<file path="config.mk">
export PLATFORM = sky130hd
export DESIGN_NAME = pipe_stage_reg
export DESIGN_NICKNAME = d
export VERILOG_FILES = /design/src/rtl/pipe_stage_reg.sv
export SDC_FILE = /design/constraint.sdc
export NUM_CORES = 1
export LEC_CHECK = 0
export CAP_MARGIN = 20
export CORE_MARGIN = 5
export CORE_UTILIZATION = 41
export DETAILED_ROUTE_END_ITERATION = 6
export HOLD_SLACK_MARGIN = 0.05
export PLACE_DENSITY = 0.87
export SYNTH_ARGS = -nofsm -noshare
export SYNTH_HDL_FRONTEND = slang
export SYNTH_SLANG_ARGS = --single-unit
</file>
<file path="constraint.sdc">
create_clock -name clk -period 2.8 [get_ports clk]
set_input_delay 0.56 -clock clk [delete_from_list [all_inputs] [get_ports clk]]
set_output_delay 0.56 -clock clk [all_outputs]
set_load 0.005 [all_outputs]
</file>
<file path="src/rtl/pipe_stage_reg.sv">
// pipe_stage_reg: pipeline stage register with valid/ready handshake, flush, and kill counter.
//
// Carries one control+data payload per transfer between two pipeline stages. A stage can
// stall through the handshake, so no global enables are needed. Flush kills every stored
// entry and the payload offered in that cycle. Whenever out_valid is low, out_ctrl and
// out_data are zero, so an empty stage reads as a NOP bubble.
//
// Build option:
//   PIPE_STAGE_REG_SKID_EN  defined   -> 2-entry skid buffer; in_ready comes from a flop.
//                           undefined -> single register; in_ready is combinational
//                                        from out_ready.
//
// Ports:
//   clk        rising-edge clock
//   rst_n      asynchronous active-low reset
//   flush      synchronous kill of stored entries and of the current input
//   in_valid   upstream offers a payload
//   in_ready   stage accepts a payload this cycle
//   in_ctrl    incoming control field (CTRL_W)
//   in_data    incoming data field (DATA_W)
//   out_valid  head entry is valid
//   out_ready  downstream consumes the head entry this cycle
//   out_ctrl   head control field, zero when out_valid is low
//   out_data   head data field, zero when out_valid is low
//   occupancy  number of stored valid entries (0..2)
//   kill_cnt   saturating count of valid entries discarded by flush (CNT_W)
module pipe_stage_reg #(
  parameter int unsigned DATA_W = 64,
  parameter int unsigned CTRL_W = 8,
  parameter int unsigned CNT_W  = 16
) (
  input  logic              clk,
  input  logic              rst_n,
  input  logic              flush,
  input  logic              in_valid,
  output logic              in_ready,
  input  logic [CTRL_W-1:0] in_ctrl,
  input  logic [DATA_W-1:0] in_data,
  output logic              out_valid,
  input  logic              out_ready,
  output logic [CTRL_W-1:0] out_ctrl,
  output logic [DATA_W-1:0] out_data,
  output logic [1:0]        occupancy,
  output logic [CNT_W-1:0]  kill_cnt
);

  localparam logic [CNT_W-1:0] CntMax = '1;

  logic accept;
  logic deliver;

  assign accept  = in_valid && in_ready && !flush;
  assign deliver = out_valid && out_ready;

`ifdef PIPE_STAGE_REG_SKID_EN
  logic              main_valid_q, main_valid_d;
  logic [CTRL_W-1:0] main_ctrl_q, main_ctrl_d;
  logic [DATA_W-1:0] main_data_q, main_data_d;
  logic              skid_valid_q, skid_valid_d;
  logic [CTRL_W-1:0] skid_ctrl_q, skid_ctrl_d;
  logic [DATA_W-1:0] skid_data_q, skid_data_d;
  logic              in_ready_q, in_ready_d;

  // Skid is only ever occupied while main is occupied, and in_ready_q is low whenever
  // both are full, so accept and a full skid never coincide.
  always_comb begin
    main_valid_d = main_valid_q;
    main_ctrl_d  = main_ctrl_q;
    main_data_d  = main_data_q;
    skid_valid_d = skid_valid_q;
    skid_ctrl_d  = skid_ctrl_q;
    skid_data_d  = skid_data_q;
    if (flush) begin
      main_valid_d = 1'b0;
      main_ctrl_d  = '0;
      main_data_d  = '0;
      skid_valid_d = 1'b0;
      skid_ctrl_d  = '0;
      skid_data_d  = '0;
    end else if (deliver) begin
      if (skid_valid_q) begin
        main_valid_d = 1'b1;
        main_ctrl_d  = skid_ctrl_q;
        main_data_d  = skid_data_q;
        skid_valid_d = 1'b0;
        skid_ctrl_d  = '0;
        skid_data_d  = '0;
      end else if (accept) begin
        main_ctrl_d  = in_ctrl;
        main_data_d  = in_data;
      end else begin
        // Clear the payload so the drained stage presents a zero bubble.
        main_valid_d = 1'b0;
        main_ctrl_d  = '0;
        main_data_d  = '0;
      end
    end else if (accept) begin
      if (main_valid_q) begin
        skid_valid_d = 1'b1;
        skid_ctrl_d  = in_ctrl;
        skid_data_d  = in_data;
      end else begin
        main_valid_d = 1'b1;
        main_ctrl_d  = in_ctrl;
        main_data_d  = in_data;
      end
    end
    // Registered ready: it tracks next-cycle occupancy < 2, with no path from out_ready.
    in_ready_d = !(main_valid_d && skid_valid_d);
  end

  always_ff @(posedge clk or negedge rst_n) begin
    if (!rst_n) begin
      main_valid_q <= 1'b0;
      main_ctrl_q  <= '0;
      main_data_q  <= '0;
      skid_valid_q <= 1'b0;
      skid_ctrl_q  <= '0;
      skid_data_q  <= '0;
      in_ready_q   <= 1'b1;
    end else begin
      main_valid_q <= main_valid_d;
      main_ctrl_q  <= main_ctrl_d;
      main_data_q  <= main_data_d;
      skid_valid_q <= skid_valid_d;
      skid_ctrl_q  <= skid_ctrl_d;
      skid_data_q  <= skid_data_d;
      in_ready_q   <= in_ready_d;
    end
  end

  assign in_ready  = in_ready_q;
  assign out_valid = main_valid_q;
  assign out_ctrl  = main_ctrl_q;
  assign out_data  = main_data_q;
  assign occupancy = {1'b0, main_valid_q} + {1'b0, skid_valid_q};
`else
  logic              valid_q, valid_d;
  logic [CTRL_W-1:0] ctrl_q, ctrl_d;
  logic [DATA_W-1:0] data_q, data_d;

  always_comb begin
    valid_d = valid_q;
    ctrl_d  = ctrl_q;
    data_d  = data_q;
    if (flush) begin
      valid_d = 1'b0;
      ctrl_d  = '0;
      data_d  = '0;
    end else if (accept) begin
      valid_d = 1'b1;
      ctrl_d  = in_ctrl;
      data_d  = in_data;
    end else if (deliver) begin
      valid_d = 1'b0;
      ctrl_d  = '0;
      data_d  = '0;
    end
  end

  always_ff @(posedge clk or negedge rst_n) begin
    if (!rst_n) begin
      valid_q <= 1'b0;
      ctrl_q  <= '0;
      data_q  <= '0;
    end else begin
      valid_q <= valid_d;
      ctrl_q  <= ctrl_d;
      data_q  <= data_d;
    end
  end

  assign in_ready  = !valid_q || out_ready;
  assign out_valid = valid_q;
  assign out_ctrl  = ctrl_q;
  assign out_data  = data_q;
  assign occupancy = {1'b0, valid_q};
`endif

  // Kill counter: entries held minus the one delivered, plus the offered payload.
  logic [CNT_W-1:0] kill_cnt_q, kill_cnt_d;
  logic [2:0]       kill_inc;
  logic [CNT_W+1:0] kill_sum;

  always_comb begin
    kill_inc   = {1'b0, occupancy} - {2'b00, deliver} + {2'b00, in_valid};
    kill_sum   = {2'b00, kill_cnt_q} + (CNT_W+2)'(kill_inc);
    kill_cnt_d = kill_cnt_q;
    if (flush) begin
      if (kill_sum > {2'b00, CntMax}) begin
        kill_cnt_d = CntMax;
      end else begin
        kill_cnt_d = kill_sum[CNT_W-1:0];
      end
    end
  end

  always_ff @(posedge clk or negedge rst_n) begin
    if (!rst_n) begin
      kill_cnt_q <= '0;
    end else begin
      kill_cnt_q <= kill_cnt_d;
    end
  end

  assign kill_cnt = kill_cnt_q;

endmodule

</file>
==> results.txt, run 1 <==
----------------------------------------------------
[Critical path]
  Type of the worst setup path ... in2reg
  Reg2Reg Capture Point ... kill_cnt[8]
  Cells on worst reg2reg path ... 10
  Register-to-register setup slack ... just over 0.4 ns
  Signal arrival time at the worst endpoint ... between 2 and 3 ns
  Critical path startpoint ... out_ready
  Worst Path Required ... 3.03 ns
  Biggest fanout along the worst timing path ... 3
  Type of element launching the critical path ... input port
  R2r startpoint ... out_valid
  Critical Path End Type ... flip-flop

[Run status]
  Outcome ... finished clean

[Logic synthesis]
  Number of synthesized register bits ... 89
  Unique masters post-synth ... 38
  Post-synth EDFFs ... 0
  Average footprint of a synthesized cell ... roughly 13 um2
  Post-synth ARST share ... 100.0%
  Synthesized instance count ... around 270
  Number of warnings issued by yosys ... 0
  Post-synthesis cell area ... approximately 0.0035 mm2
  Share of the yosys chip area belonging to registers ... a little over three fifths
  Most instantiated flip-flop cell in the synthesis netlist ... dfrtp_1

[Drt]
  Met2 WL ... 5.025 mm
  Residual DRC count ... 0
  Met1 Wirelength ... ~4.1 mm
  Number of iterations in the first detailed-routing pass ... 4
  Via/cell ratio ... 5.286
  Count of routing violations after the opening detailed-route iteration ... between 100 and 150
  Met3 layer wire length in the routed design ... 658 um
  Total Routed Length ... 9.896 mm
  DRT antenna net count ... 0
  Routed wirelength normalized by instance count ... around 18 um
  Uppermost routed layer ... met4
  Total via count after detailed routing ... around 2900

[Placement]
  Worst slack, placed ... -0.3778 ns
  I/O Buffers ... between 150 and 200
  Detail Placement HPWL ... 7.229 mm
  GP Congestion ... around 0.79

[STA]
  Setup slack of the critical path after layout ... approximately 0.14 ns
  Worst hold slack ... 0.1673 ns
  Pins Over Slew Limit ... 0
  Post-route clock skew ... between 0.015 and 0.02 ns
  Highest clock frequency the design can meet ... about 380 MHz
  Time the final worst path needs with I/O delays and setup ... roughly 2.7 ns
  Fraction of the cycle the final worst path needs ... around 95%
  Number of setup violations in the final report ... 0
  Hold violation count in the final report ... 0

[Run]
  Max-cap violations ... 0

[Final layout]
  Layout cell share with drive strength beyond 1 ... ~8.8%
  Number of diodes ... 0
  Finished Core Util ... about two thirds
  Area grow syn2layout ... 58.44%
  Net total in the final layout ... ~520
  Fill cells ... ~600

[Floorplan]
  Die Span X ... around 100 um
  Count of standard-cell rows ... 33
  Vertical die dimension ... 102.9 um
  Starting Density ... a little over two fifths
  Top Ports ... between 150 and 200
  Total Die Area ... 0.01058 mm2
  Core Footprint ... slightly above 0.008 mm2

[GRT]
  Overall overflow remaining after global route ... 0
  Pin count of the biggest net entering global routing ... 73
  GRT Resource Usage Total ... between 10% and 20%
  Number of antenna violations at the first check in global routing ... 0
  Number of global-route vias before repair ... between 2000 and 3000
  First-pass GRT wire length ... between 15 and 20 mm

[Clock tree]
  Clk buf depth ... 2
  Cell chosen for the clock root ... clkbuf_8
  H-tree levels ... 3
  CTS tree ... done
  Clk Latency, worst-skew pair ... between 0.3 and 0.4 ns
  Post-CTS clock slew at the launch and capture registers of the worst setup and hold paths ... around 0.090 ns
  Count of hold buffers inserted by post-cts repair ... 0
  TritonCTS Sinks ... a little under 90
  CTS Buf Count ... 9

[Power]
  Overall power of the completed layout ... 3.103 mW
  Worst ir drop on vdd ... about 0.00043 V
  Static leakage ... approximately 2.5 nW
  Total power density per cell area ... about 550 mW/mm2

[Worst hold path]
  Hold crit path type ... in2async

----------------------------------------------------
[metal layers]
layer	GRT usage [%]	vias to the layer above
met1	23.69	1459
met2	30.74	102
met3	4.263	6
met4	5.279	0
met5	0	-
li1	-	1335
[through the flow]
stage	area, um2	setup TNS (ns)	cells
after floorplan	3541	0	268
after global placement	5391	-2.446	533
after detailed placement	5391	-3.649	533
after CTS	5577	0	549
after global routing	5604	-0.01511	549
final	5604	0	549
[repair_timing]
action,in CTS,in global routing
cloned,0,0
gates resized for setup,1,4
buffers inserted,0,0
endpoints found under the setup margin,2,8
pin swaps,0,0
[how the worst max path moves through the flow]
| stage | cells after the start | slack (ns) | to |
|---|---|---|---|
| 4_1_cts | 11 | 0.02 | kill_cnt[8] |
| 3_3_place_gp | 11 | -0.32 | kill_cnt[8] |
| 6_report | 11 | 0.14 | kill_cnt[8] |
| 5_1_grt | 12 | -0.009 | kill_cnt[14] |
| 3_5_place_dp | 11 | -0.38 | kill_cnt[8] |
| 2_1_floorplan | 10 | 0.06 | kill_cnt[8] |
[where the power goes]
group / leakage, nW / internal [mW] / switching, mW
logic: 1.26 / 0.471 / 0.301
registers: 1.17 / 1.40 / 0.126
clock network: 0.0857 / 0.352 / 0.450
total: 2.51 / 2.23 / 0.877
[cell usage after synthesis, types with 3 or more instances]
master	count	area (um2)
buf_2	8	40.04
mux2_1	3	33.78
or3_1	3	18.77
a31oi_1	6	37.54
clkbuf_1	8	30.03
nand3_1	5	25.02
ha_1	6	75.07
inv_1	10	37.54
nand2_1	11	41.29
o21ai_0	4	20.02
a22o_1	72	630.6
dfrtp_1	89	2227
nor2_1	9	33.78
[worst max-delay path: stages]
cell and delay (ns):
clkdlybuf4s50_1 0.44, nand2b_4 0.16, ha_1 0.28, inv_1 0.06, ha_1 0.15, inv_1 0.06
fa_2 0.35, nor2b_2 0.15, o21a_1 0.16, and4_1 0.21, mux2_1 0.31
[layout by cell type (no fill, tap or decap), types with 3 or more instances in the layout]
cell type	Yosys	layout
mux2_1	3	3
buf_4	2	9
nand2_1	11	11
a22o_1	72	72
nor2_1	9	9
buf_12	0	3
inv_1	10	10
clkdlybuf4s50_1	0	166
o21ai_0	4	4
ha_1	6	5
clkbuf_8	0	10
clkinv_4	0	3
or3_1	3	3
dfrtp_1	89	89
nand3_1	5	5
a31oi_1	6	6
[layout make-up]
cell class	instances	area [um2]	share of cell area, %
Tap cell	105	131.4	2.344
Clock inverter	5	41.29	0.7368
Timing Repair Buffer	178	1789	31.93
Multi-Input combinational cell	151	1236	22.06
Clock buffer	11	141.4	2.523
Inverter	10	37.54	0.6698
Sequential cell	89	2227	39.74
[cell families after synthesis]
logic type	count (synthesis)	share of synthesized area, %
buffers and inverters	28	3.467
AOI/OAI and AO/OA	90	21.19
adders and majority gates	7	2.688
other	1	0.1060
muxes	4	1.238
and+or+nand+nor	44	7.357
DFF	89	62.96
xor gates and xnor gates	4	0.9906
[state kept, by name (all words and copies together), names as in the netlist]
name and flops:
out_data 64, out_valid 1, kill_cnt 16, out_ctrl 8
No activity file was read; power rests on OpenSTA's default activity.
==> inputs of run 2 (changes only) <==
- CTS_CLUSTER_SIZE: unset -> 20
==> results of run 2 <==
The final DEF is identical to that of run 1; final timing and power are the same.
==> inputs of run 3 (changes only) <==
- CTS_CLUSTER_SIZE: 20 -> unset
- SETUP_SLACK_MARGIN: unset -> 0.4
==> run 3 against run 2 <==
Net effect: critical path depth shrank 1; via count is essentially flat; sequential power is essentially flat; sequential cell count is the same; setup slack gained 0.34 ns; die area is the same; sequential share of layout area shrank 0.56 points; critical path type is now reg2reg; largest cell class unchanged; largest power group unchanged; highest routed layer unchanged.
==> results.txt, run 3 (synthesis results as in run 1) <==
----------------------------------------------------
[Power]
  Total power density per cell area ... between 500 and 600 mW/mm2
  Static leakage ... 2.538 nW
  Worst ir drop on vdd ... around 0.0005 V

[Critical path]
  Register-to-register setup slack ... ~0.48 ns
  Biggest fanout along the worst timing path ... 4
  Cells traversed along the worst timing path ... nand2b_4, ha_4, inv_4, ha_4, inv_2, fa_2, nor2b_2, o21a_2, and4_1, mux2_4
  Type of the worst setup path ... reg2reg
  Worst Path Required ... between 3 and 4 ns
  Cells on worst reg2reg path ... 10
  Critical Path End Type ... flip-flop
  Crit path largest cell delay ... between 0.4 and 0.5 ns
  Cell occurring most often along the worst timing path ... ha_4
  Type of element launching the critical path ... flip-flop
  R2r startpoint ... out_valid
  Reg2Reg Capture Point ... kill_cnt[8]
  Signal arrival time at the worst endpoint ... around 2.6 ns
  Crit-path slowest cell ... dfrtp_2

[Worst hold path]
  Hold crit path type ... in2async

[Run status]
  Outcome ... finished clean

[Final layout]
  Net total in the final layout ... approximately 530
  Area grow syn2layout ... 60.81%
  Finished Core Util ... 68.54%
  Post-layout instance area ... around 0.0057 mm2
  Number of diodes ... 0
  Layout cell share with drive strength beyond 1 ... 12.95%
  Max reg flops ... 64
  Most frequent cells in the layout ... 164 x clkdlybuf4s50_1, 88 x dfrtp_1, 72 x a22o_1
  Commonest non-fill, non-tap cell in the layout ... clkdlybuf4s50_1

[Clock tree]
  CTS Buf Count ... 9
  Clk buf depth ... 2
  H-tree levels ... 3
  Post-CTS clock slew at the launch and capture registers of the worst setup and hold paths ... approximately 0.090 ns
  Clk Latency, worst-skew pair ... 0.34 ns
  TritonCTS Sinks ... a little under 90
  CTS tree ... done
  Cell chosen for the clock root ... clkbuf_8
  Count of hold buffers inserted by post-cts repair ... 0

[GRT]
  Pin count of the biggest net entering global routing ... 58
  Number of global-route vias before repair ... roughly 3000
  GRT Resource Usage Total ... a little under a fifth
  Overall overflow remaining after global route ... 0
  Number of antenna violations at the first check in global routing ... 0
  First-pass GRT wire length ... roughly 16 mm

[Floorplan]
  Core Footprint ... 0.008299 mm2
  Total Die Area ... between 0.01 and 0.015 mm2
  Vertical die dimension ... around 100 um
  Starting Density ... 42.62%
  Count of standard-cell rows ... 33
  Top Ports ... about 170
  Die Span X ... slightly above 100 um

[STA]
  Pins Over Slew Limit ... 0
  Hold violation count in the final report ... 0
  Unrepaired setup endpoints after global routing ... false
  Relative slew slack ... between 60% and 70%
  Actual transition at the worst max-transition pin ... approximately 0.5 ns
  Final sum of negative setup slack ... 0 ns
  Highest clock frequency the design can meet ... roughly 430 MHz
  Fraction of the cycle the final worst path needs ... between 80 and 90%
  Number of setup violations in the final report ... 0
  Post-route clock skew ... about 0.0079 ns
  Worst hold slack ... around 0.14 ns
  Time the final worst path needs with I/O delays and setup ... around 2.3 ns

[Drt]
  Via/cell ratio ... between 5 and 6
  Number of iterations in the first detailed-routing pass ... 4
  Total Routed Length ... between 10 and 15 mm
  Count of routing violations after the opening detailed-route iteration ... approximately 100
  DRT antenna net count ... 0
  Residual DRC count ... 0
  Routed wirelength normalized by instance count ... 18.32 um
  Total via count after detailed routing ... around 2900

[Placement]
  Area of placed instances ... 0.005434 mm2
  I/O Buffers ... about 170
  Detail Placement HPWL ... approximately 7.4 mm
  GP Congestion ... roughly 0.8

[Run]
  Max-cap violations ... 0

----------------------------------------------------
## run 3: repair_timing
item | 4_1_cts | 5_1_grt
endpoints found under the setup margin | 15 | 9
pin swaps | 2 | 3
buffers inserted | 2 | 2
gates resized for setup | 7 | 5
## run 3: worst max-delay path by stage
stage,start,endpoint,depth (start not counted)
after floorplan,out_ready,kill_cnt[8],10
after global placement,out_ready,kill_cnt[8],11
after detailed placement,out_ready,kill_cnt[15],12
after CTS,out_ready,kill_cnt[8],11
after global routing,out_valid,kill_cnt[8],10
final,out_valid,kill_cnt[8],10
## run 3: layout make-up
type	instances	area (um2)
clock buffers	9	123.9
flip-flops and latches	89	2228
well taps	105	131.4
multi-input cells	151	1294
repair buffers	182	1792
clock inverters	7	76.32
inverters	10	42.54
fillers	603	2611
## run 3: where the power goes
group	switching [mW]	internal [mW]	total, mW
Sequential	0.124	1.40	1.53
Clock	0.475	0.421	0.896
Combinational	0.318	0.492	0.811
Total	0.918	2.32	3.23
## run 3: metrics by stage
stage	setup WS, ns	std cells	total power, mW
after floorplan	0.3466	268	1.834
after global placement	-0.1040	533	2.301
after detailed placement	-0.2065	533	2.332
after CTS	0.4368	551	3.248
after global routing	0.3940	553	3.406
final	0.4797	553	3.234
## run 3: layer usage
metal	vias up	wire length, um	global-route usage [%]
li1	1349	-	-
met4	0	190	5.876
met5	-	0	0
met3	16	846	4.533
met2	113	4940	31.87
met1	1426	4153	25.03
## run 3: worst max-delay path, delay by kind of cell (launching register included)
kind,cells,cell delay (ns)
buffers and inverters,2,0.09
adder cells (fa/ha/maj),3,0.69
AO/OA/AOI/OAI,1,0.20
AND/OR/NAND/NOR,3,0.48
multiplexers,1,0.29
flip-flops,1,0.46
